--- config.mk ---
export PLATFORM = sky130hd
export DESIGN_NAME = ahb_req_sequencer_flat
export DESIGN_NICKNAME = d
export VERILOG_FILES = /design/src/rtl/ahb_req_sequencer_if.sv /design/src/rtl/ahb_req_sequencer.sv /design/src/flat_wrapper.sv
export SDC_FILE = /design/constraint.sdc
export NUM_CORES = 1
export LEC_CHECK = 0
export ABC_CLOCK_PERIOD_IN_PS = 5500
export CAP_MARGIN = 25
export CORE_AREA = 3 3 374 376
export DETAILED_ROUTE_END_ITERATION = 6
export DIE_AREA = 0 0 377 379
export GPL_TIMING_DRIVEN = 0
export PLACE_DENSITY = 0.52
export SYNTH_ARGS = -nofsm -noshare
export SYNTH_HDL_FRONTEND = slang
export SYNTH_SLANG_ARGS = --single-unit
--- constraint.sdc ---
create_clock -name clk -period 5.5 [get_ports clk]
set_input_delay 0.825 -clock clk [delete_from_list [all_inputs] [get_ports clk]]
set_output_delay 0.825 -clock clk [all_outputs]
set_load 0.01 [all_outputs]
--- src/rtl/ahb_req_sequencer_if.sv ---
// Requester, response and AHB bus bundle for ahb_req_sequencer.
// master is the sequencer's view, slave is the environment's view.
interface ahb_req_sequencer_if;
  logic [1:0]   req_valid;
  logic [1:0]   req_ready;
  logic [1:0]   req_write;
  logic [1:0]   req_wrap;
  logic [59:0]  req_addr;
  logic [7:0]   req_len;
  logic [511:0] req_wdata;
  logic         rsp_valid;
  logic         rsp_ready;
  logic         rsp_id;
  logic         rsp_error;
  logic [255:0] rsp_rdata;
  logic [31:0]  haddr;
  logic [1:0]   htrans;
  logic         hwrite;
  logic [2:0]   hsize;
  logic [2:0]   hburst;
  logic [31:0]  hwdata;
  logic [31:0]  hrdata;
  logic         hready;
  logic         hresp;

  modport master (
    input  req_valid, req_write, req_wrap,
    input  req_addr, req_len, req_wdata,
    output req_ready,
    output rsp_valid, rsp_id, rsp_error, rsp_rdata,
    input  rsp_ready,
    output haddr, htrans, hwrite, hsize, hburst, hwdata,
    input  hrdata, hready, hresp
  );

  modport slave (
    output req_valid, req_write, req_wrap,
    output req_addr, req_len, req_wdata,
    input  req_ready,
    input  rsp_valid, rsp_id, rsp_error, rsp_rdata,
    output rsp_ready,
    input  haddr, htrans, hwrite, hsize, hburst, hwdata,
    output hrdata, hready, hresp
  );
endinterface

--- src/rtl/ahb_req_sequencer.sv ---
// Two-requester round-robin front end issuing word bursts
// (up to 8 beats) on an AHB master port, one request at a time.
module ahb_req_sequencer (
  input  logic clk,
  input  logic rst_n,
  ahb_req_sequencer_if.master bus
);

  typedef enum logic [1:0] {
    S_IDLE,
    S_ADDR,
    S_LAST,
    S_RESP
  } state_t;

  state_t state, state_nx;

  logic         prio;
  logic         gnt_any;
  logic         gnt_id;
  logic         sel_write;
  logic         sel_wrap;
  logic [3:0]   sel_len;
  logic [29:0]  sel_addr;
  logic [255:0] sel_wdata;
  logic         sel_ok;

  logic         id_q;
  logic         wr_q;
  logic         wrap_q;
  logic         err_q;
  logic         dvld_q;
  logic [3:0]   len_q;
  logic [3:0]   abeat_q;
  logic [2:0]   dbeat_q;
  logic [29:0]  addr_q;
  logic [255:0] wdata_q;
  logic [255:0] rdata_q;

  logic         last_a;
  logic         err_hit;
  logic [29:0]  waddr;
  logic [2:0]   burst;

  // round-robin pick and field select of the winning requester
  always_comb begin
    gnt_any = |bus.req_valid;
    gnt_id  = (&bus.req_valid) ? prio : bus.req_valid[1];
    if (gnt_id) begin
      sel_write = bus.req_write[1];
      sel_wrap  = bus.req_wrap[1];
      sel_len   = bus.req_len[7:4];
      sel_addr  = bus.req_addr[59:30];
      sel_wdata = bus.req_wdata[511:256];
    end else begin
      sel_write = bus.req_write[0];
      sel_wrap  = bus.req_wrap[0];
      sel_len   = bus.req_len[3:0];
      sel_addr  = bus.req_addr[29:0];
      sel_wdata = bus.req_wdata[255:0];
    end
    sel_ok = (sel_len != 4'd0) && (sel_len <= 4'd8);
  end

  // beat address: wrap only for 4/8-beat wrapping bursts
  always_comb begin
    waddr = addr_q + {26'd0, abeat_q};
    if (wrap_q && len_q == 4'd4) begin
      waddr = {addr_q[29:2], addr_q[1:0] + abeat_q[1:0]};
    end else if (wrap_q && len_q == 4'd8) begin
      waddr = {addr_q[29:3], addr_q[2:0] + abeat_q[2:0]};
    end
  end

  // hburst from latched length and wrap flag
  always_comb begin
    burst = 3'b000;
    case (len_q)
      4'd1:    burst = 3'b000;
      4'd4:    burst = wrap_q ? 3'b010 : 3'b011;
      4'd8:    burst = wrap_q ? 3'b100 : 3'b101;
      4'd2, 4'd3, 4'd5, 4'd6, 4'd7:
               burst = 3'b001;
      default: burst = 3'b000;
    endcase
  end

  assign last_a  = (abeat_q == len_q - 4'd1);
  assign err_hit = dvld_q && bus.hresp &&
                   (state == S_ADDR || state == S_LAST);

  // state register
  always_ff @(posedge clk or negedge rst_n) begin
    if (!rst_n) state <= S_IDLE;
    else        state <= state_nx;
  end

  // next-state logic
  always_comb begin
    state_nx = state;
    case (state)
      S_IDLE: begin
        if (gnt_any) state_nx = sel_ok ? S_ADDR : S_RESP;
      end
      S_ADDR: begin
        if (err_hit) begin
          state_nx = bus.hready ? S_RESP : S_LAST;
        end else if (bus.hready && last_a) begin
          state_nx = S_LAST;
        end
      end
      S_LAST: begin
        if (bus.hready) state_nx = S_RESP;
      end
      S_RESP: begin
        if (bus.rsp_ready) state_nx = S_IDLE;
      end
      default: state_nx = S_IDLE;
    endcase
  end

  // request latch, beat counters, read capture, error flag
  always_ff @(posedge clk or negedge rst_n) begin
    if (!rst_n) begin
      prio    <= 1'b0;
      id_q    <= 1'b0;
      wr_q    <= 1'b0;
      wrap_q  <= 1'b0;
      err_q   <= 1'b0;
      dvld_q  <= 1'b0;
      len_q   <= 4'd0;
      abeat_q <= 4'd0;
      dbeat_q <= 3'd0;
      addr_q  <= 30'd0;
      wdata_q <= '0;
      rdata_q <= '0;
    end else begin
      case (state)
        S_IDLE: begin
          if (gnt_any) begin
            prio    <= ~gnt_id;
            id_q    <= gnt_id;
            wr_q    <= sel_write;
            wrap_q  <= sel_wrap;
            len_q   <= sel_len;
            addr_q  <= sel_addr;
            wdata_q <= sel_wdata;
            rdata_q <= '0;
            err_q   <= ~sel_ok;
            dvld_q  <= 1'b0;
            abeat_q <= 4'd0;
            dbeat_q <= 3'd0;
          end
        end
        S_ADDR: begin
          if (err_hit) begin
            err_q <= 1'b1;
          end else if (bus.hready) begin
            if (dvld_q && !wr_q)
              rdata_q[{dbeat_q, 5'd0} +: 32] <= bus.hrdata;
            dvld_q  <= 1'b1;
            dbeat_q <= abeat_q[2:0];
            abeat_q <= abeat_q + 4'd1;
          end
        end
        S_LAST: begin
          if (err_hit) begin
            err_q <= 1'b1;
          end else if (bus.hready && !wr_q) begin
            rdata_q[{dbeat_q, 5'd0} +: 32] <= bus.hrdata;
          end
        end
        default: ;
      endcase
    end
  end

  assign bus.req_ready = (state == S_IDLE && gnt_any && rst_n)
                       ? (2'b01 << gnt_id) : 2'b00;

  assign bus.htrans = (state != S_ADDR)  ? 2'b00 :
                      (abeat_q == 4'd0) ? 2'b10 : 2'b11;
  assign bus.haddr  = {waddr, 2'b00};
  assign bus.hwrite = wr_q;
  assign bus.hsize  = {1'b0, rst_n, 1'b0};
  assign bus.hburst = burst;
  assign bus.hwdata = wdata_q[{dbeat_q, 5'd0} +: 32];

  assign bus.rsp_valid = (state == S_RESP);
  assign bus.rsp_id    = id_q;
  assign bus.rsp_error = err_q;
  assign bus.rsp_rdata = rdata_q;

endmodule

--- src/flat_wrapper.sv ---
// flat-port wrapper written by rule: the top's interface ports become plain ports
module ahb_req_sequencer_flat 
  (clk, rst_n, bus_req_valid, bus_req_write, bus_req_wrap, bus_req_addr, bus_req_len, bus_req_wdata, bus_req_ready, bus_rsp_valid, bus_rsp_id, bus_rsp_error, bus_rsp_rdata, bus_rsp_ready, bus_haddr, bus_htrans, bus_hwrite, bus_hsize, bus_hburst, bus_hwdata, bus_hrdata, bus_hready, bus_hresp);
  ahb_req_sequencer_if bus_i ();
  input  logic clk;
  input  logic rst_n;
  input wire logic [$bits(bus_i.req_valid)-1:0] bus_req_valid;
  input wire logic [$bits(bus_i.req_write)-1:0] bus_req_write;
  input wire logic [$bits(bus_i.req_wrap)-1:0] bus_req_wrap;
  input wire logic [$bits(bus_i.req_addr)-1:0] bus_req_addr;
  input wire logic [$bits(bus_i.req_len)-1:0] bus_req_len;
  input wire logic [$bits(bus_i.req_wdata)-1:0] bus_req_wdata;
  output wire logic [$bits(bus_i.req_ready)-1:0] bus_req_ready;
  output wire logic [$bits(bus_i.rsp_valid)-1:0] bus_rsp_valid;
  output wire logic [$bits(bus_i.rsp_id)-1:0] bus_rsp_id;
  output wire logic [$bits(bus_i.rsp_error)-1:0] bus_rsp_error;
  output wire logic [$bits(bus_i.rsp_rdata)-1:0] bus_rsp_rdata;
  input wire logic [$bits(bus_i.rsp_ready)-1:0] bus_rsp_ready;
  output wire logic [$bits(bus_i.haddr)-1:0] bus_haddr;
  output wire logic [$bits(bus_i.htrans)-1:0] bus_htrans;
  output wire logic [$bits(bus_i.hwrite)-1:0] bus_hwrite;
  output wire logic [$bits(bus_i.hsize)-1:0] bus_hsize;
  output wire logic [$bits(bus_i.hburst)-1:0] bus_hburst;
  output wire logic [$bits(bus_i.hwdata)-1:0] bus_hwdata;
  input wire logic [$bits(bus_i.hrdata)-1:0] bus_hrdata;
  input wire logic [$bits(bus_i.hready)-1:0] bus_hready;
  input wire logic [$bits(bus_i.hresp)-1:0] bus_hresp;
  assign bus_i.req_valid = bus_req_valid;
  assign bus_i.req_write = bus_req_write;
  assign bus_i.req_wrap = bus_req_wrap;
  assign bus_i.req_addr = bus_req_addr;
  assign bus_i.req_len = bus_req_len;
  assign bus_i.req_wdata = bus_req_wdata;
  assign bus_req_ready = bus_i.req_ready;
  assign bus_rsp_valid = bus_i.rsp_valid;
  assign bus_rsp_id = bus_i.rsp_id;
  assign bus_rsp_error = bus_i.rsp_error;
  assign bus_rsp_rdata = bus_i.rsp_rdata;
  assign bus_i.rsp_ready = bus_rsp_ready;
  assign bus_haddr = bus_i.haddr;
  assign bus_htrans = bus_i.htrans;
  assign bus_hwrite = bus_i.hwrite;
  assign bus_hsize = bus_i.hsize;
  assign bus_hburst = bus_i.hburst;
  assign bus_hwdata = bus_i.hwdata;
  assign bus_i.hrdata = bus_hrdata;
  assign bus_i.hready = bus_hready;
  assign bus_i.hresp = bus_hresp;
  ahb_req_sequencer u_core (.clk(clk), .rst_n(rst_n), .bus(bus_i));
endmodule
==> flow_summary_export.csv <==
group,metric,value,unit
global_routing,antenna_found_initial,71,
pwr,ir_worst_vdd,219,uV
yosys,ys_warn_count,0,
drt,wl,158000,um
placement,dp_cells,5082,
floorplan,die-area,0.143,sq mm
placement,place_area,0.0380,sq mm
timing,timing.final.crit_share,0.950,
yosys,yosysSeqAreaShare,0.542,
global_routing,grt_pass1_wl,212000,um
yosys,synth_area_per_cell,11.2,sq um
layout,area_growth,56.0,%
layout,drive_gt1_frac,0.0866,
yosys,synth_edf_count,0,
global_routing,grt-busiest-layer,"met2",
global_routing,use_met3,0.0623,
yosys,synth_compound_area_frac,0.207,
timing,fin_ws,0.273,ns
yosys,synthSimpleGateAreaFrac,0.0701,
clocking,cts_tree,"built",
clocking,htreeDepth,3,
pwr,total_leakage_power,0.0177,uW
global_routing,grt_max_degree,109,
job,cap_violations,0,
global_routing,use_met1,0.254,
yosys,synth.distinct_cells,57,
floorplan,die_x,377,um
clocking,clock_path_buffers,3,
global_routing,grt_use_total,0.213,
clocking,root_buffer,"clkbuf_16",
yosys,synth-xor-area-share,0.0134,
timing,hold_viol,0,
clocking,postCtsSetupRepairBufs,0,
timing,tns,0,ns
drt,first_pass_iters,7,
drt,drtIter0Drc,3609,
yosys,ys_seq_elements,561,
clocking,clk_pin_slew_worst_paths,0.05,ns
drt,vias_per_cell,4.81,
timing,fmax,191,MHz
worst_setup_path,cp_data_arrival_time,4.40,ns
layout,instances_no_fill,5247,
floorplan,rows,136,
worst_setup_path,crit_type,"input pin to primary output",
outcome,outcome,"finished, violations left",
floorplan,initial_core_util,0.189,
placement,numPortBuffers,945,
drt,drc,29,
drt,route.vias.total,25200,
placement,hpwl,129000,um
yosys,yosys.area.top_type_share,0.542,
yosys,ys_async_sr_fraction,1.00,
layout,fin_nets,4001,
worst_setup_path,worstSetupEndpointType,"primary output",
worst_setup_path,required,4.68,ns
yosys,muxShareOfSynthArea,0.0805,
clocking,clkLatencyLatePin,0.67,ns
worst_setup_path,critPathMaxFanout,10,
timing,setup_viol,0,
outcome,violations,"design-rule violations",
drt,wl_per_cell,30.2,um
timing,tightest_slew,1.12,ns
global_routing,grt.overflow.total,0,
placement,pre_cts_slack,0.0296,ns
clocking,numCtsBuffers,70,
timing,slew_violations,0,
timing,holdWs,0.159,ns
floorplan,die_height,379,um
worst_hold_path,hp-class,"input pin to asynchronous set/reset pin",
yosys,netlist_top_cells_area,"dfrtp_1 (54%), a222oi_1 (11%), mux4_2 (5.6%), inv_1 (4.4%), nand2_1 (4.0%)",
layout,fill_cells,14200,
yosys,synth_commonest_cells,"dfrtp_1 (561), inv_1 (303), a222oi_1 (288)",
timing,rsz0062_at_grt,"false",
yosys,synth_top_family_by_area,"compound AO/OA/AOI/OAI gates",
timing,maxSlewHeadroom,0.251,
pwr,cellPowerDensity,610,mW/mm^2
drt,drtAntennaViolNets,0,
yosys,ys.flop_type,"dfrtp_1",
yosys,synthAdderAreaFrac,0.00850,
clocking,holdBufCountCts,0,
yosys,synth_area,0.0259,sq mm
floorplan,core-area,0.137,sq mm
global_routing,grt_pass1_vias,25200,
worst_setup_path,critPathLaunchType,"input pin",
yosys,yosysTopAreaCell,"dfrtp_1",
placement,gp_congestion,0.936,
timing,timing.final.crit_period,5.23,ns
global_routing,use_met2,0.355,
yosys,synth_most_common_cell,"dfrtp_1",
layout,design_area,0.0404,sq mm
worst_setup_path,worstRegToRegCells,13,
yosys,syn_inst,2321,
timing,fin_skew,0.0426,ns
clocking,clock_sinks,561,
floorplan,pin_count,957,
## area by class of cell
cell class / instances / area (sq um) / share of cell area
flip-flops and latches: 561 / 14000 / 0.347
multi-input cells: 1244 / 9850 / 0.244
repair buffers: 965 / 9810 / 0.243
well taps: 1794 / 2240 / 0.0555
clock buffers: 106 / 2140 / 0.0529
inverters: 304 / 1140 / 0.0282
plain buffers: 215 / 901 / 0.0223
clock inverters: 23 / 219 / 0.00542
diodes: 35 / 87.6 / 0.00217
## layout by cell type (no fill, tap or decap), types with 47 or more instances in the layout
cell             Yosys  routed
mux2_2              47      47
clkbuf_16            0      72
clkdlybuf4s50_1      0     944
a22oi_1            128     128
nand2_1            278     278
a22o_1              65      65
clkbuf_1           165     176
mux4_2              64      64
inv_1              303     303
o21ai_0            111     111
a222oi_1           288     288
dfrtp_1            561     561
## critical path, stage by stage
cell	delay [ns]
clkdlybuf4s50_1	0.57
nand2_1	0.50
nor2_1	0.29
clkbuf_1	0.25
clkbuf_1	0.57
clkbuf_1	0.47
buf_8	0.22
and2_1	0.14
clkdlybuf4s50_1	0.54
## per-stage QoR
| step | utilization | total power [uW] |
|---|---|---|
| after floorplan | - | 13300 |
| after global placement | 0.274 | 19800 |
| after detailed placement | 0.277 | 20000 |
| after CTS | 0.294 | 24800 |
| after global routing | 0.294 | 26000 |
| final | 0.295 | 24700 |
## registers in the layout, summed over array words and instances (netlist names)
register	flops
u_core.bus.rsp_id	1
u_core.prio	1
u_core.bus.rsp_error	1
u_core.bus.rsp_rdata	256
u_core.bus.hwrite	1
u_core.len_q	4
u_core.wdata_q	256
u_core.dvld_q	1
u_core.dbeat_q	3
u_core.abeat_q	4
u_core.wrap_q	1
u_core.addr_q	30
u_core.state	2
## what timing repair did
| action | CTS | global route |
|---|---|---|
| gates resized for setup | 1 | 2 |
| setup endpoints to repair | 1 | 1 |
| pin swaps | 0 | 0 |
## cell families after synthesis
| kind of cell | count (synthesis) |
|---|---|
| XOR/XNOR | 38 |
| adder cells (fa/ha/maj) | 17 |
| flip-flops | 561 |
| AND/OR/NAND/NOR | 408 |
| other | 1 |
| AO/OA/AOI/OAI | 655 |
| buffers and inverters | 519 |
| multiplexers | 122 |
## power breakdown
part	leakage (uW)	switching [uW]	internal (uW)
clock	0.00117	2010	2760
combinational	0.00938	6890	5600
sequential	0.00711	1460	5960
## layer usage
layer	up-vias	routed length, um
met3	262	13300
li1	10800	-
met1	12800	61900
met4	20	6840
met2	1385	76300
met5	-	134
## worst paths after layout
check / startpoint / to / slack, ns
min in group clk: u_core.prio$_DFFE_PN0P_ / u_core.prio$_DFFE_PN0P_ / 0.47
worst max-delay path: bus_req_valid[1] / bus_req_ready[1] / 0.27
worst min register to register: u_core.prio$_DFFE_PN0P_ / u_core.prio$_DFFE_PN0P_ / 0.47
worst min-delay path: rst_n / u_core.bus.rsp_rdata[28]$_DFFE_PN0P_ / 0.16
max in group asynchronous: rst_n / u_core.wdata_q[210]$_DFFE_PN0P_ / 3.29
worst max register to register: u_core.dbeat_q[1]$_DFFE_PN0P_ / u_core.bus.rsp_rdata[131]$_DFFE_PN0P_ / 0.96
Power figures use the tool's default switching activity.
